`src/rtl/audio_ctrl_pkg.sv`:
```
// Shared types and defaults for the lab3 audio mode controller and playback sequencer.
package audio_ctrl_pkg;

   localparam int               DEF_ADDR_W   = 20;
   localparam logic [19:0]      DEF_MAX_ADDR = 20'hFFFFF;

   typedef enum logic [2:0] {
      IDLE       = 3'd0,
      REC        = 3'd1,
      REC_PAUSE  = 3'd2,
      PLAY       = 3'd3,
      PLAY_PAUSE = 3'd4
   } state_t;

   typedef enum logic [1:0] {
      NORMAL,
      FAST,
      SLOW
   } speed_mode_t;

   // Only the highest-priority key of a cycle is acted on.
   typedef enum logic [2:0] {
      KEY_NONE,
      KEY_STOP,
      KEY_PAUSE,
      KEY_REC,
      KEY_PLAY
   } key_t;

   function automatic speed_mode_t decode_mode(input logic fast, input logic slow);
      if (fast && !slow)      return FAST;
      else if (slow && !fast) return SLOW;
      else                    return NORMAL;
   endfunction

   function automatic key_t decode_key(input logic stop, input logic pause,
                                       input logic rec,  input logic play);
      if (stop)       return KEY_STOP;
      else if (pause) return KEY_PAUSE;
      else if (rec)   return KEY_REC;
      else if (play)  return KEY_PLAY;
      else            return KEY_NONE;
   endfunction

endpackage

```
`src/rtl/play_addr_gen.sv`:
```
// Playback read-address generator: one step per LRC rising edge, with skip (fast)
// and repeat (slow) modes, and an end-of-recording compare.
module play_addr_gen
   import audio_ctrl_pkg::*;
#(
   parameter int ADDR_W = DEF_ADDR_W
) (
   input  logic              clk,
   input  logic              rst,
   input  logic              lrc,
   input  logic              en,
   input  logic              clr,
   input  speed_mode_t       mode,
   input  logic [2:0]        speed,
   input  logic [ADDR_W-1:0] last,
   output logic [ADDR_W-1:0] addr,
   output logic              tick,
   output logic              done
);

   localparam logic [ADDR_W:0] ONE = (ADDR_W+1)'(1);

   logic              lrc_d;
   logic              frame;
   logic [2:0]        rep_cnt;
   logic [2:0]        rep_nx;
   logic [ADDR_W:0]   addr_ext;
   logic [ADDR_W:0]   speed_ext;
   logic [ADDR_W:0]   addr_nx;

   assign frame     = en & lrc & ~lrc_d;
   assign addr_ext  = {1'b0, addr};
   assign speed_ext = {{(ADDR_W-2){1'b0}}, speed};

   // One bit of headroom so a fast skip past the top can never wrap below last.
   always_comb begin
      // NOTE: every comb output gets a default first so no path leaves it unassigned (no latch).
      addr_nx = addr_ext + ONE;
      rep_nx  = rep_cnt;
      unique case (mode)
         FAST: addr_nx = addr_ext + speed_ext + ONE;
         SLOW: begin
            if (rep_cnt == speed) begin
               rep_nx = 3'd0;
            end else begin
               addr_nx = addr_ext;
               rep_nx  = rep_cnt + 3'd1;
            end
         end
         default: ;
      endcase
   end

   assign done = frame & (addr_nx >= {1'b0, last});

   always_ff @(posedge clk) begin
      // NOTE: sequential state uses non-blocking assignments so all registers update together.
      if (rst) begin
         lrc_d   <= 1'b0;
         addr    <= '0;
         rep_cnt <= 3'd0;
         tick    <= 1'b0;
      end else begin
         lrc_d <= lrc;
         tick  <= 1'b0;
         if (clr || done) begin
            addr    <= '0;
            rep_cnt <= 3'd0;
         end else if (frame) begin
            addr    <= addr_nx[ADDR_W-1:0];
            rep_cnt <= rep_nx;
            tick    <= 1'b1;
         end
      end
   end

endmodule

```
`src/rtl/audio_ctrl.sv`:
```
// Record/playback mode FSM: turns key pulses into recorder commands, latches the
// recording length and drives the playback address generator.
module audio_ctrl
   import audio_ctrl_pkg::*;
#(
   parameter int                ADDR_W   = DEF_ADDR_W,
   parameter logic [ADDR_W-1:0] MAX_ADDR = DEF_MAX_ADDR
) (
   input  logic              i_clk,
   input  logic              i_rst_n,
   input  logic              i_lrc,
   input  logic              i_key_rec,
   input  logic              i_key_play,
   input  logic              i_key_pause,
   input  logic              i_key_stop,
   input  logic              i_fast,
   input  logic              i_slow,
   input  logic [2:0]        i_speed,
   input  logic [ADDR_W-1:0] i_rec_addr,
   output logic [2:0]        o_state,
   output logic              o_rec_start,
   output logic              o_rec_pause,
   output logic              o_rec_stop,
   output logic              o_play_en,
   output logic [ADDR_W-1:0] o_play_addr,
   output logic              o_sample_tick,
   output logic [ADDR_W-1:0] o_last_addr,
   output logic              o_sram_we
);

   state_t state, state_nx;
   key_t   key;
   logic   auto_stop, gen_en, gen_clr, gen_done;
   logic   start_nx, pause_nx, stop_nx;

   assign key       = decode_key(i_key_stop, i_key_pause, i_key_rec, i_key_play);
   assign auto_stop = (i_rec_addr == MAX_ADDR);

   // A stop or pause in the same cycle as a frame edge suppresses the address step.
   assign gen_en  = (state == PLAY) && (key != KEY_STOP) && (key != KEY_PAUSE);
   assign gen_clr = (state == IDLE) ||
                    (((state == PLAY) || (state == PLAY_PAUSE)) && (key == KEY_STOP));

   play_addr_gen #(.ADDR_W(ADDR_W)) u_play_addr_gen (
      .clk   (i_clk),
      .rst   (i_rst_n),
      .lrc   (i_lrc),
      .en    (gen_en),
      .clr   (gen_clr),
      .mode  (decode_mode(i_fast, i_slow)),
      .speed (i_speed),
      .last  (o_last_addr),
      .addr  (o_play_addr),
      .tick  (o_sample_tick),
      .done  (gen_done)
   );

   always_ff @(posedge i_clk) begin
      if (i_rst_n) begin
         state       <= IDLE;
         o_rec_start <= 1'b0;
         o_rec_pause <= 1'b0;
         o_rec_stop  <= 1'b0;
         o_last_addr <= '0;
      end else begin
         state       <= state_nx;
         o_rec_start <= start_nx;
         o_rec_pause <= pause_nx;
         o_rec_stop  <= stop_nx;
         if (stop_nx) o_last_addr <= i_rec_addr;
      end
   end

   always_comb begin
      state_nx = state;
      unique case (state)
         IDLE: begin
            if (key == KEY_REC)                                   state_nx = REC;
            else if ((key == KEY_PLAY) && (o_last_addr != '0))    state_nx = PLAY;
         end
         REC: begin
            if ((key == KEY_STOP) || auto_stop)                   state_nx = IDLE;
            else if (key == KEY_PAUSE)                            state_nx = REC_PAUSE;
         end
         REC_PAUSE: begin
            if (key == KEY_STOP)                                  state_nx = IDLE;
            else if ((key == KEY_PAUSE) || (key == KEY_REC))      state_nx = REC;
         end
         PLAY: begin
            if (key == KEY_STOP)                                  state_nx = IDLE;
            else if (key == KEY_PAUSE)                            state_nx = PLAY_PAUSE;
            else if (gen_done)                                    state_nx = IDLE;
         end
         PLAY_PAUSE: begin
            if (key == KEY_STOP)                                  state_nx = IDLE;
            else if ((key == KEY_PAUSE) || (key == KEY_PLAY))     state_nx = PLAY;
         end
         default:                                                 state_nx = IDLE;
      endcase
   end

   always_comb begin
      start_nx  = (state_nx == REC) && (state != REC);
      pause_nx  = (state_nx == REC_PAUSE) && (state == REC);
      stop_nx   = (state_nx == IDLE) && ((state == REC) || (state == REC_PAUSE));
      o_state   = state;
      o_sram_we = (state == REC) || (state == REC_PAUSE);
      o_play_en = (state == PLAY);
   end

endmodule

```
`config.mk`:
```
export PLATFORM = sky130hd
export DESIGN_NAME = audio_ctrl
export DESIGN_NICKNAME = d
export VERILOG_FILES = /design/src/rtl/audio_ctrl_pkg.sv /design/src/rtl/play_addr_gen.sv /design/src/rtl/audio_ctrl.sv
export SDC_FILE = /design/constraint.sdc
export NUM_CORES = 1
export LEC_CHECK = 0
export CAP_MARGIN = 20
export CORE_MARGIN = 2
export CORE_UTILIZATION = 45
export CTS_CLUSTER_DIAMETER = 200
export DETAILED_ROUTE_END_ITERATION = 7
export PLACE_DENSITY_LB_ADDON = 0.3
export SLEW_MARGIN = 20
export SYNTH_ARGS = -nofsm -noshare
export SYNTH_HDL_FRONTEND = slang
export SYNTH_SLANG_ARGS = --single-unit
```
`constraint.sdc`:
```
create_clock -name i_clk -period 5.95 [get_ports i_clk]
set_input_delay 1.19 -clock i_clk [delete_from_list [all_inputs] [get_ports i_clk]]
set_output_delay 1.19 -clock i_clk [all_outputs]
set_load 0.05 [all_outputs]
```
==> results of run 1 <==
==> final cells by class <==
type / count / share of cell area
Clock buffer: 5 / 0.0145
Tap cell: 105 / 0.0277
Inverter: 31 / 0.0245
Multi-Input combinational cell: 376 / 0.533
Clock inverter: 2 / 0.00792
Timing Repair Buffer: 85 / 0.177
Sequential cell: 51 / 0.215
==> worst register-to-register path: stages (launching register included) <==
cell      delay, ps
dfxtp_1         470
inv_1            70
ha_1            190
inv_1            60
fa_1            200
a21oi_1         140
nor2_1          270
nand2_1         160
a221oi_4        530
a21oi_1         150
a41oi_2         230
ha_1            280
nand4_1         140
nor4_1           80
a311oi_1        390
o211a_1         210
nand2_1         100
a21o_1          330
a311oi_1        300
==> power by group through the flow <==
stage,clock network [mW],logic (mW),registers (mW)
2_1_floorplan,0,0.112,0.398
3_3_place_gp,0,0.210,0.369
3_5_place_dp,0,0.214,0.369
4_1_cts,0.242,0.215,0.361
5_1_grt,0.257,0.235,0.363
6_report,0.240,0.216,0.361
==> layout by cell type (no fill, tap or decap), drive strengths merged, types with 4 or more instances in the layout <==
master and count:
a211oi 4, a21o 9, a21oi 28, nand3 13, xnor2 7, nor3 12
nor2b 5, nor2 54, o22ai 6, clkbuf 5, ha 27, and2 5
and3 8, clkdlybuf4s50 80, o21bai 4, nor4 8, a22o 11, mux2i 22
inv 31, buf 5, nand4 17, o31ai 4, dfxtp 51, a41oi 4
or2 4, nand2 42, o21ai 28, a221oi 4
==> per-stage QoR <==
stage / instance area, µm² / setup slack [ps]
after floorplan: 3790 / 1600
after global placement: 4630 / 337
after detailed placement: 4630 / 213
after CTS: 4740 / 535
after global routing: 4740 / 163
final: 4740 / 490
==> sequential cells by signal (all words and copies together), names as in the netlist <==
register and count:
o_last_addr 20, u_play_addr_gen.addr 20, o_state 3, u_play_addr_gen.rep_cnt 3
o_rec_pause 1, o_rec_start 1, o_rec_stop 1, u_play_addr_gen.lrc_d 1
u_play_addr_gen.tick 1
==> worst max path at each step <==
stage,end,slack [ps],depth (start not counted),startpoint
finish,u_play_addr_gen.addr[16]$_SDFFE_PP0P_,490,16,i_fast
global route,u_play_addr_gen.addr[16]$_SDFFE_PP0P_,160,16,i_fast
CTS,u_play_addr_gen.addr[16]$_SDFFE_PP0P_,530,16,i_fast
detailed placement,u_play_addr_gen.addr[16]$_SDFFE_PP0P_,210,16,i_fast
global placement,u_play_addr_gen.addr[16]$_SDFFE_PP0P_,340,16,i_fast
floorplan,u_play_addr_gen.addr[11]$_SDFFE_PP0P_,1600,19,i_speed[0]
==> cells by family (layout without fill, tap and decap cells) <==
| logic type | count (synthesis) | after routing | synth area share |
|---|---|---|---|
| mux | 22 | 22 | 0.0581 |
| simple gates | 185 | 185 | 0.245 |
| fa+ha+maj | 28 | 28 | 0.0944 |
| compound gates | 131 | 131 | 0.247 |
| buf+inv | 55 | 123 | 0.0640 |
| xor+xnor | 10 | 10 | 0.0231 |
| flops | 51 | 51 | 0.269 |
==> per-layer routing <==
metal  GRT usage  routed length (µm)  up-vias
li1            -                   -     1912
met1       0.345                5070     1897
met2       0.432                5490      184
met3      0.0399                 811       29
met4      0.0893                 290        0
met5           0                   0        -
==> impl_metrics.json, run 1 <==
{
  "n_antenna_cell": 0,
  "final_core_util": 0.580,
  "grt_pass1_wl_um": 18600,
  "wl_per_cell_um": 17.8,
  "power_frac_seq": 0.441,
  "crit_type": "in2reg",
  "slew_viol_final": 0,
  "hold_violations": 0,
  "powerDensity_nw_per_um2": 172,
  "crit-reg2reg-launch": "u_play_addr_gen.addr[0]$_SDFFE_PP0P_",
  "root_buffer": "clkbuf_8",
  "start_util": 0.464,
  "synthTopCellsByArea": "dfxtp_1 27%, ha_1 8.9%, mux2i_1 5.8%, nor2_1 5.2%, nand2_1 4.2%",
  "setup_viol_count_final": 0,
  "yosysTopAreaCellShare": 0.269,
  "num_vias": 4022,
  "async_reset_ff_frac": 0,
  "fp-row-count": 33,
  "clk_latency_ps": 310,
  "drc_errors": 0,
  "whs_path_depth": 2,
  "ios": 81,
  "die_h_um": 95.8,
  "worstHoldPathType": "reg2reg",
  "crit_path_max_fanout": 11,
  "fillers": 763,
  "yosysUniqueCellTypes": 68,
  "io_buffers": 80,
  "cts_setup_buffers": 0,
  "critPathArrivalTime_ps": 5680,
  "ant_nets": 0,
  "synth_largest_area_cell": "dfxtp_1",
  "netlist_area_um2": 3790,
  "yosys_most_used_dff": "dfxtp_1",
  "grt_max_degree": 28,
  "htreeDepth": 2,
  "syn_inst": 482,
  "syn_nets": 542,
  "globalplace.congestion": 1.01,
  "yosysMostFrequentCell": "nor2_1",
  "clockBufferDepth": 2,
  "seqCellArea_um2": 1020,
  "hold_buffers": 0,
  "r2r_cells": 18,
  "drt-initial-drc-count": 245,
  "r2r_slack_ps": 1560,
  "critical_path.cell_chain": "clkdlybuf4s50_1 > inv_1 > ha_1 > nor2b_1 > nand2_1 > a221oi_4 > a21oi_1 > a41oi_2 > ha_1 > nand4_1 > nor4_1 > a311oi_1 > o211a_1 > nand2_1 > a21o_1 > a311oi_1",
  "cts_buffers": 5,
  "clk_pin_slew_worst_paths_ps": 100,
  "crit_buf_inv": 2,
  "fin_hold_ws_ps": 541,
  "max-vdd-ir-drop_uv": 97.3,
  "p_leak_nw": 1.81,
  "synth_edf_count": 0,
  "dp_hpwl_um": 9190,
  "final_layout_size_suffix_gt1_frac": 0.0527,
  "critPathMaxStageDelay_ps": 550,
  "holdPathEnd": "u_play_addr_gen.rep_cnt[1]$_SDFFE_PP0P_",
  "grt_antenna_before_repair": 0,
  "power_frac_clock": 0.294,
  "max_freq_mhz": 183,
  "fin_crit_sh": 0.918,
  "layout.nets": 610,
  "multi_input_area_um2": 2530,
  "grt_pass1_vias": 3735,
  "area_growth_pct": 25.0,
  "cp_slowest_cell": "nor2b_1",
  "yosys_warnings": 0,
  "r2r-end": "u_play_addr_gen.addr[16]$_SDFFE_PP0P_",
  "viasPerCell": 6.14,
  "ctsResizeCount": 0,
  "critPathCaptureType": "flop",
  "worst_slew_pin_slew_ps": 943,
  "core-area_um2": 8180,
  "tns_ps": 0,
  "grt_use_total": 0.261,
  "ys_ff_latch": 51,
  "post-route-min-period_ps": 5460,
  "cp_top_family": "compound AO/OA/AOI/OAI gates",
  "drt-total-wl_um": 11700,
  "min_from": "u_play_addr_gen.rep_cnt[1]$_SDFFE_PP0P_",
  "status": "finished, final reports clean",
  "p_sw_frac": 0.313,
  "yosysSeqAreaShare": 0.269,
  "fin_skew_ps": 11.7,
  "dieArea_um2": 9170,
  "p_int_uw": 562,
  "drv_cap": 0,
  "rsz0062_at_grt": "false",
  "worstPathRequired_ps": 6170,
  "pwr-share-comb": 0.265,
  "avgSynthCellArea_um2": 7.87,
  "fin_cells": 655,
  "start_kind": "primary input",
  "p_switching_uw": 256,
  "max-slew-margin-rel": 0.369,
  "cts_sinks": 51,
  "die_width_um": 95.8,
  "synth_common_cells": "53 x nor2_1, 51 x dfxtp_1, 42 x nand2_1",
  "grt_overflow_total": 0,
  "cts_tree": "yes",
  "dr.pass1.iters": 6,
  "dp_cells": 648,
  "power_uw": 817
}
Power figures use the tool's default switching activity.
==> inputs of run 2 (changes only) <==
- GPL_ROUTABILITY_DRIVEN: not set -> 0
- clock period: 5.95 -> 6.85 ns (I/O delays scaled with it)
==> impl_metrics.json, run 2 (synthesized netlist as in run 1, its figures left out) <==
{
  "status": "finished, final reports clean",
  "setup_viol_count_final": 0,
  "fin_skew_ps": 5.03,
  "tns_ps": 0,
  "n_antenna_cell": 0,
  "area_growth_pct": 23.9,
  "cp_top_family": "compound AO/OA/AOI/OAI gates",
  "final_common_cell": "clkdlybuf4s50_1",
  "fp-row-count": 33,
  "cts_setup_buffers": 0,
  "drv_cap": 0,
  "drc_errors": 0,
  "max-slew-margin-rel": 0.379,
  "worstHoldPathType": "reg2reg",
  "crit_path_max_fanout": 11,
  "final_layout_size_suffix_gt1_frac": 0.0475,
  "r2r_slack_ps": 2390,
  "powerDensity_nw_per_um2": 145,
  "ios": 81,
  "dieArea_um2": 9170,
  "max-vdd-ir-drop_uv": 94.0,
  "layout_common_cells": "80 x clkdlybuf4s50_1, 53 x nor2_1, 51 x dfxtp_1, 42 x nand2_1, 31 x inv_1",
  "cp_slowest_cell": "nor2b_1",
  "crit_type": "in2reg",
  "ant_nets": 0,
  "grt_pass1_wl_um": 17900,
  "dp_cells": 644,
  "worst_slew_pin_slew_ps": 928,
  "rsz0062_at_grt": "false",
  "die_h_um": 95.8,
  "critPathCaptureType": "flop",
  "drt-initial-drc-count": 292,
  "critical_path.cell_chain": "clkdlybuf4s50_1 > inv_1 > ha_1 > nor2b_1 > nand2_1 > a221oi_4 > nand3_1 > mux2i_1 > ha_1 > nand4_1 > nor4_1 > a311oi_1 > o211a_1 > nand2_1 > a21o_1 > a311oi_1",
  "cts_tree": "yes",
  "grt_antenna_before_repair": 0,
  "clk_pin_slew_worst_paths_ps": 100,
  "fin_cells": 652,
  "clockBufferDepth": 2,
  "wl_per_cell_um": 17.2,
  "ctsResizeCount": 0,
  "start_kind": "primary input",
  "cts_sinks": 51,
  "num_vias": 3984,
  "core-area_um2": 8180,
  "die_width_um": 95.8,
  "htreeDepth": 2,
  "dr.pass1.iters": 6,
  "p_leak_nw": 1.78,
  "viasPerCell": 6.11,
  "post-route-min-period_ps": 5680,
  "grt_overflow_total": 0,
  "drt-total-wl_um": 11200,
  "io_buffers": 80,
  "fillers": 747,
  "cts_buffers": 5,
  "worstPathRequired_ps": 7090,
  "grt_use_total": 0.247,
  "slew_viol_final": 0,
  "dp_hpwl_um": 8750,
  "critPathArrivalTime_ps": 5910,
  "clk_latency_ps": 320,
  "crit_buf_inv": 2,
  "critPathMaxStageDelay_ps": 560,
  "fin_crit_sh": 0.829,
  "reg_top3": "o_last_addr (20), u_play_addr_gen.addr (20)",
  "root_buffer": "clkbuf_8",
  "hold_violations": 0,
  "layout.nets": 606,
  "start_util": 0.464,
  "grt_pass1_vias": 3753,
  "max_freq_mhz": 176,
  "grt_max_degree": 28,
  "hold_buffers": 0
}
-- run 2: cell types whose count changed in the layout (fill, tap and decap cells not counted) --
cell	before	now
inv_8	0	1
clkinv_2	0	1
bufinv_16	1	0
buf_4	5	1
-- run 2: through the flow --
step	power, mW	setup slack [ps]	instance area, µm²	util	hold slack [ps]
6_report	0.682	1170	4700	0.575	550
3_5_place_dp	0.502	1010	4600	0.563	535
4_1_cts	0.681	1320	4700	0.575	550
3_3_place_gp	0.499	1080	4600	0.563	513
5_1_grt	0.716	953	4700	0.575	588
2_1_floorplan	0.443	2320	3790	-	484
-- run 2: final cells by class --
cell class / count / area [µm²] / share of cell area
Multi-Input combinational cell: 376 / 2530 / 0.538
Timing Repair Buffer: 81 / 808 / 0.172
Clock inverter: 3 / 23.8 / 0.00506
Tap cell: 105 / 131 / 0.0280
Inverter: 31 / 116 / 0.0248
Clock buffer: 5 / 68.8 / 0.0147
Sequential cell: 51 / 1020 / 0.217
-- run 2: final timing paths --
check,start,endpoint,depth (start not counted)
worst min-delay path,u_play_addr_gen.rep_cnt[1]$_SDFFE_PP0P_,u_play_addr_gen.rep_cnt[1]$_SDFFE_PP0P_,2
worst max-delay path,i_fast,u_play_addr_gen.addr[16]$_SDFFE_PP0P_,16
worst min register to register,u_play_addr_gen.rep_cnt[1]$_SDFFE_PP0P_,u_play_addr_gen.rep_cnt[1]$_SDFFE_PP0P_,2
worst max register to register,u_play_addr_gen.addr[0]$_SDFFE_PP0P_,u_play_addr_gen.addr[16]$_SDFFE_PP0P_,18
-- run 2: per-layer routing --
metal / track usage / routed length [µm] / share of wire
met1: 0.315 / 4660 / 0.42
met2: 0.414 / 5250 / 0.47
met3: 0.0478 / 948 / 0.085
met4: 0.0893 / 337 / 0.030
met5: 0 / 0 / 0
-- run 2: worst min-delay path: cells and delay by family, from the launching register on --
family	cells	cell delay, ps
AO/OA/AOI/OAI	1	60
flip-flops	1	370
AND/OR/NAND/NOR	1	80
-- run 2: where the power goes --
part	switching (mW)	internal, mW
Combinational	0.109	0.0749
Clock	0.110	0.0739
Sequential	0.00891	0.305
